## config.mk

```make
export PLATFORM = sky130hd
export DESIGN_NAME = tdm_demux8
export DESIGN_NICKNAME = d
export VERILOG_FILES = /design/src/rtl/tdm_demux8.sv
export SDC_FILE = /design/constraint.sdc
export NUM_CORES = 1
export LEC_CHECK = 0
export CORE_ASPECT_RATIO = 1.25
export CORE_MARGIN = 1.5
export CORE_UTILIZATION = 50
export DETAILED_ROUTE_END_ITERATION = 6
export PLACE_DENSITY = 0.77
export SYNTH_ARGS = -nofsm -noshare
export SYNTH_HDL_FRONTEND = slang
export SYNTH_SLANG_ARGS = --single-unit
```

## constraint.sdc

```tcl
create_clock -name clk -period 2.7 [get_ports clk]
set_input_delay 0.27 -clock clk [delete_from_list [all_inputs] [get_ports clk]]
set_output_delay 0.27 -clock clk [all_outputs]
set_load 0.05 [all_outputs]
```

## src/rtl/tdm_demux8.sv

```systemverilog
// TDM demux: steers a serial slot stream into a shadow frame, publishes full frames only.
// Latency 1 cycle from last slot to chan_o/frame_valid_o; no backpressure, stalls when din_valid_i=0.
module tdm_demux8 #(
  parameter int CHANNELS = 8,
  parameter int SEL_W    = 3,
  parameter int WIDTH    = 1
) (
  input  logic                      clk,
  input  logic                      rst_n,
  input  logic [WIDTH-1:0]          din_i,
  input  logic                      din_valid_i,
  input  logic                      frame_sync_i,
  output logic [CHANNELS*WIDTH-1:0] chan_o,
  output logic                      frame_valid_o,
  output logic [SEL_W-1:0]          slot_o,
  output logic                      locked_o,
  output logic                      sync_err_o
);

  localparam logic [0:0] HUNT   = 1'b0;
  localparam logic [0:0] LOCKED = 1'b1;

  logic [0:0]                state_q, state_d;
  logic [SEL_W-1:0]          slot_q, slot_d;
  logic [CHANNELS*WIDTH-1:0] shadow_q, shadow_d;
  logic [CHANNELS*WIDTH-1:0] chan_q, chan_d;
  logic                      fv_q, fv_d;
  logic                      err_q, err_d;

  always_comb begin
    state_d  = state_q;
    slot_d   = slot_q;
    shadow_d = shadow_q;
    chan_d   = chan_q;
    fv_d     = 1'b0;
    err_d    = 1'b0;
    if (din_valid_i) begin
      if (state_q == HUNT) begin
        if (frame_sync_i) begin
          shadow_d[0 +: WIDTH] = din_i;
          slot_d               = SEL_W'(1);
          state_d              = LOCKED;
        end
      end else if (slot_q == '0) begin
        if (frame_sync_i) begin
          shadow_d[0 +: WIDTH] = din_i;
          slot_d               = SEL_W'(1);
        end else begin
          err_d   = 1'b1;
          state_d = HUNT;
          slot_d  = '0;
        end
      end else if (frame_sync_i) begin
        // Early sync: restart the frame on this sample, partial frame is abandoned.
        err_d                = 1'b1;
        shadow_d[0 +: WIDTH] = din_i;
        slot_d               = SEL_W'(1);
      end else begin
        shadow_d[int'(slot_q)*WIDTH +: WIDTH] = din_i;
        slot_d = slot_q + SEL_W'(1);
        if (slot_q == SEL_W'(CHANNELS-1)) begin
          chan_d = {din_i, shadow_q[(CHANNELS-1)*WIDTH-1:0]};
          fv_d   = 1'b1;
        end
      end
    end
  end

  always_ff @(posedge clk or negedge rst_n) begin
    if (!rst_n) begin
      state_q  <= HUNT;
      slot_q   <= '0;
      shadow_q <= '0;
      chan_q   <= '0;
      fv_q     <= 1'b0;
      err_q    <= 1'b0;
    end else begin
      state_q  <= state_d;
      slot_q   <= slot_d;
      shadow_q <= shadow_d;
      chan_q   <= chan_d;
      fv_q     <= fv_d;
      err_q    <= err_d;
    end
  end

  assign chan_o        = chan_q;
  assign frame_valid_o = fv_q;
  assign slot_o        = slot_q;
  assign locked_o      = (state_q == LOCKED);
  assign sync_err_o    = err_q;

endmodule

```

**Word level (Yosys, flattened, before mapping)**

Index checks and enable logic that the tools add are counted.

- Register bits after elaboration: 22
- Logic and storage cells: 41

- Bitwise logic cells: 2
- Reductions and logical operators: 5
- Equal/unequal tests: 1
- Multiplexer cells: 22
- Add/subtract/negate cells: 2
- Shift operators: 2

Operator list:

| operator | number |
|---|---|
| $neg 3->33 | 1 |
| $shift 1x33->8 const A | 1 |
| $shiftx 1x33->8 | 1 |
| $mux 1 | 17 |
| $mux 3 | 4 |
| $bwmux 8 | 1 |
| $reduce_and 5->1 | 1 |
| $reduce_and 4->1 | 1 |
| $add 3x1->3 const B | 1 |
| $eq 3x3->1 const B | 1 |
| $logic_not 3->1 | 1 |
| $not 1->1 | 2 |
| $reduce_and 2->1 | 1 |
| $reduce_bool 2->1 | 1 |

**Depth between registers and ports, before layout**

- Word-level depth: 6
- Mapped depth: 9

**Worst setup path before layout**

No wires, ideal clock.

- Path type: register to register
- Start: register slot_q[0], in the netlist slot_o[0]
- End: register shadow_q[5]
- Library setup time: 0.125 ns
- Path slack: 0.061 ns
- Path buffers: 0
- Period minus slack after synthesis: 2.639 ns
- Arrival: 2.513 ns
- Cell stages (with the launch flop): 10
- Data required time: 2.575 ns
- Cells stage by stage: dfrtp_1 -> inv_1 -> ha_1 -> ha_1 -> inv_1 -> ha_1 -> and4b_1 -> nand2_1 -> or3_1 -> mux2_4

- Word-level cells in the longest chain between the ends: 3
- Elaborated cells between the ends (all ways): 7
- Classes of those cells: 1 x add/sub; 2 x shift; 1 x mux; 1 x bitwise; 2 x reduce/logical

RTL lines:

| what | line | source |
|---|---|---|
| from (decl) | 24 | `logic [SEL_W-1:0] slot_q, slot_d;` |
| from (signal assigned) | 79 | `slot_q <= slot_d;` |
| $neg 3->33 or $logic_not 3->1 (tied branches) | 59, 44 |  |
| $shiftx 1x33->8 (tied with other cells) | 59 | `shadow_d[int'(slot_q)*WIDTH +: WIDTH] = din_i;` |
| $bwmux 8 or $reduce_and 4->1 (tied branches) | - |  |
| to (signal assigned) | 80 | `shadow_q <= shadow_d;` |
| to (decl) | 25 | `logic [CHANNELS*WIDTH-1:0] shadow_q, shadow_d;` |

Parallel ways exist; a longest one is shown, timed or not.
A chain may end at the register's enable or synchronous reset.

**Final worst setup path**

Ends and elaborated chain as after synthesis.

==> impl_metrics.toml <==
[global_routing]
first_global_vias = 711
grt-ovfl-total = 0
antenna_found_initial = 0
grt_pass1_wl_um = 3077
grt.total_usage = 0.1836
grt_max_degree = 22

[synthesis]
synth-seq-area-share = 0.5276
synth_area_leaders = "dfrtp_1 53%, mux2_2 11%, ha_1 7.5%"
ys_top_cells_by_count = "21 x dfrtp_1, 10 x mux2_2, 7 x nand2_1"
synth_nets = 96
synth_area_um2 = 996.0
async_reset_ff_frac = 1.000
syn_avg_cell_area_um2 = 11.72
yosysTopAreaCellShare = 0.5276
synthCells = 85
yosysWarnings = 0
yosysMostFrequentCell = "dfrtp_1"
synth-edff-count = 0
synth_cell_types = 26
ys_ff_latch = 21
ys.flop_type = "dfrtp_1"
synth_top_cell_by_area = "dfrtp_1"

[sta]
tightest_slew_ns = 0.8805
fmax_mhz = 411.4
maxSlewViolCount = 0
finalHoldViolCount = 0
timing.final.crit_share = 0.9003
setup-tns-final_ns = 0
fin_skew_ns = 0.002753
period_needed_ns = 2.431
slew_headroom = 0.4112
setup-violations-final = 0
rsz0062_at_grt = "no"

[placement]
place_congestion = 0.8890
placed_area_um2 = 1202
place_hpwl_um = 1267
portBuffers = 18

[clock_network]
clk_pin_slew_ns = 0.11
cts_max_level = 1
hold_buffers = 0
cts_resized = 0
cts_tree = "built"
clock-sinks = 21
clkLatencyLatePin_ns = 0.29
cts_setup_buffers = 0
cts_root_buf = "clkbuf_4"
numCtsBuffers = 3
cts_max_path_buffers = 2

[routing]
dr_total_vias = 702
drc_errors = 0
drt-vias-per-instance = 5.571
ant_nets = 0
wirelength_um = 1740
drtIter0Drc = 8
drtPass1Iterations = 4
wl_per_cell_um = 13.81

[power_and_ir_drop]
p_per_area_nw_per_um2 = 871.0
switching_share = 0.4160
peakVddDrop_uv = 557.9
pwr-share-clk = 0.135
p_leak_nw = 0.5810
share_comb_of_total_power = 0.442
p_sw_mw = 0.4452
p_seq_frac = 0.422
p_int_mw = 0.6250

[layout]
fin_area_um2 = 1229
drive_above_1_share = 0.1495
n_antenna_cell = 0
area_delta_synth_final_pct = 23.37
nNetsFinal = 119

[flow_run]
cap_violations = 0

[setup_path]
slowest_stage = "dfrtp_1"
worst-setup-path-type = "flip-flop to flip-flop"
cp.required_ns = 2.89
cp_common_cell = "ha_1"
end_kind = "flip-flop"
cpPeakStageDelay_ns = 0.52
cp_max_fo = 9
cp.arrival_ns = 2.62
crit_path_start_kind = "flip-flop"
crit_chain = "inv_1, ha_1, ha_1, inv_1, ha_1, and4b_1, nand2_1, or3_1, mux2_4"

[die]
fp.dieH_um = 52.90
coreArea_um2 = 1829
start_util = 0.5445
ioPinCount = 19
dieWidth_um = 42.92
num_rows = 17
die_area_um2 = 2270

[status]
status = "finished, final reports clean"

[worst_hold_path]
holdCritPathClass = "input port to asynchronous set/reset pin"
## power groups by stage
stage	Sequential, mW	Combinational [mW]	Clock (mW)
floorplan	0.544	0.238	0
global placement	0.454	0.451	0
detailed placement	0.460	0.469	0
CTS	0.453	0.474	0.150
global route	0.462	0.522	0.164
finish	0.452	0.474	0.145
## flip-flops by register name, indices dropped and copies added (netlist names)
name	cells
frame_valid_o	1
chan_o	8
sync_err_o	1
slot_o	3
locked_o	1
shadow_q	7
## logic make-up (layout without fill, tap and decap cells)
group / after synthesis / count (layout) / share of synthesized area
mux: 14 / 14 / 0.1621
flops: 21 / 21 / 0.5276
simple gates: 25 / 25 / 0.1382
buf+inv: 8 / 30 / 0.03517
fa+ha+maj: 6 / 6 / 0.07537
compound gates: 11 / 11 / 0.06157
## metal layers
layer / global-route usage / part of all wire
met1: 0.2195 / 0.45
met2: 0.3207 / 0.49
met3: 0.03413 / 0.046
met4: 0.07813 / 0.015
met5: 0 / 0
## metrics by stage
stage	setup slack (ns)	util	std cells	total power, mW	hold WS [ns]
after global routing	0.08975	0.6717	126	1.148	0.5342
after global placement	0.4029	0.6573	122	0.9052	0.4686
after detailed placement	0.2920	0.6573	122	0.9287	0.4753
final	0.2693	0.6717	126	1.070	0.4618
after floorplan	0.06150	-	85	0.7818	-0.02559
after CTS	0.2710	0.6717	126	1.078	0.5004
## cell type report
cell class              instances  area [um2]
repair buffers                 20       195.2
clock buffers                   4       26.28
well taps                      19       23.77
flip-flops and latches         21       525.5
fillers                       142       600.6
inverters                       6       22.52
multi-input cells              56       435.4
## path summary, 6_finish.rpt
path | from | endpoint | slack (ns) | cells after the start
worst max-delay path | slot_o[0]$_DFFE_PN0P_ | shadow_q[5]$_DFFE_PN0P_ | 0.27 | 9
worst min-delay path | rst_n | chan_o[5]$_DFFE_PN0P_ | 0.46 | 1
worst max register to register | slot_o[0]$_DFFE_PN0P_ | shadow_q[5]$_DFFE_PN0P_ | 0.27 | 9
worst min register to register | shadow_q[2]$_DFFE_PN0P_ | shadow_q[2]$_DFFE_PN0P_ | 0.50 | 1
max in group asynchronous | rst_n | chan_o[1]$_DFFE_PN0P_ | 1.70 | 1
min in group clk | shadow_q[2]$_DFFE_PN0P_ | shadow_q[2]$_DFFE_PN0P_ | 0.50 | 1
## worst max-delay path: cells and delay by family (launching register included)
kind / cells / cell delay (ns)
buffers and inverters: 2 / 0.22
DFF: 1 / 0.52
adders and majority gates: 3 / 0.59
and+or+nand+nor: 3 / 0.68
muxes: 1 / 0.31
## cell usage in the layout (no fill, tap or decap), drive strengths merged
master,count
clkdlybuf4s50,18
nor2,3
nand2,7
buf,2
or2,1
clkbuf,4
nor3,2
a31oi,1
a21oi,2
nor3b,1
or3,1
a41oi,1
dfrtp,21
and4b,1
inv,6
nor4,1
nand3b,1
mux2,14
o21ai,6
nor2b,1
nor4b,2
ha,6
o22ai,1
nand3,2
nand4,2
No activity file was read; power rests on OpenSTA's default activity.
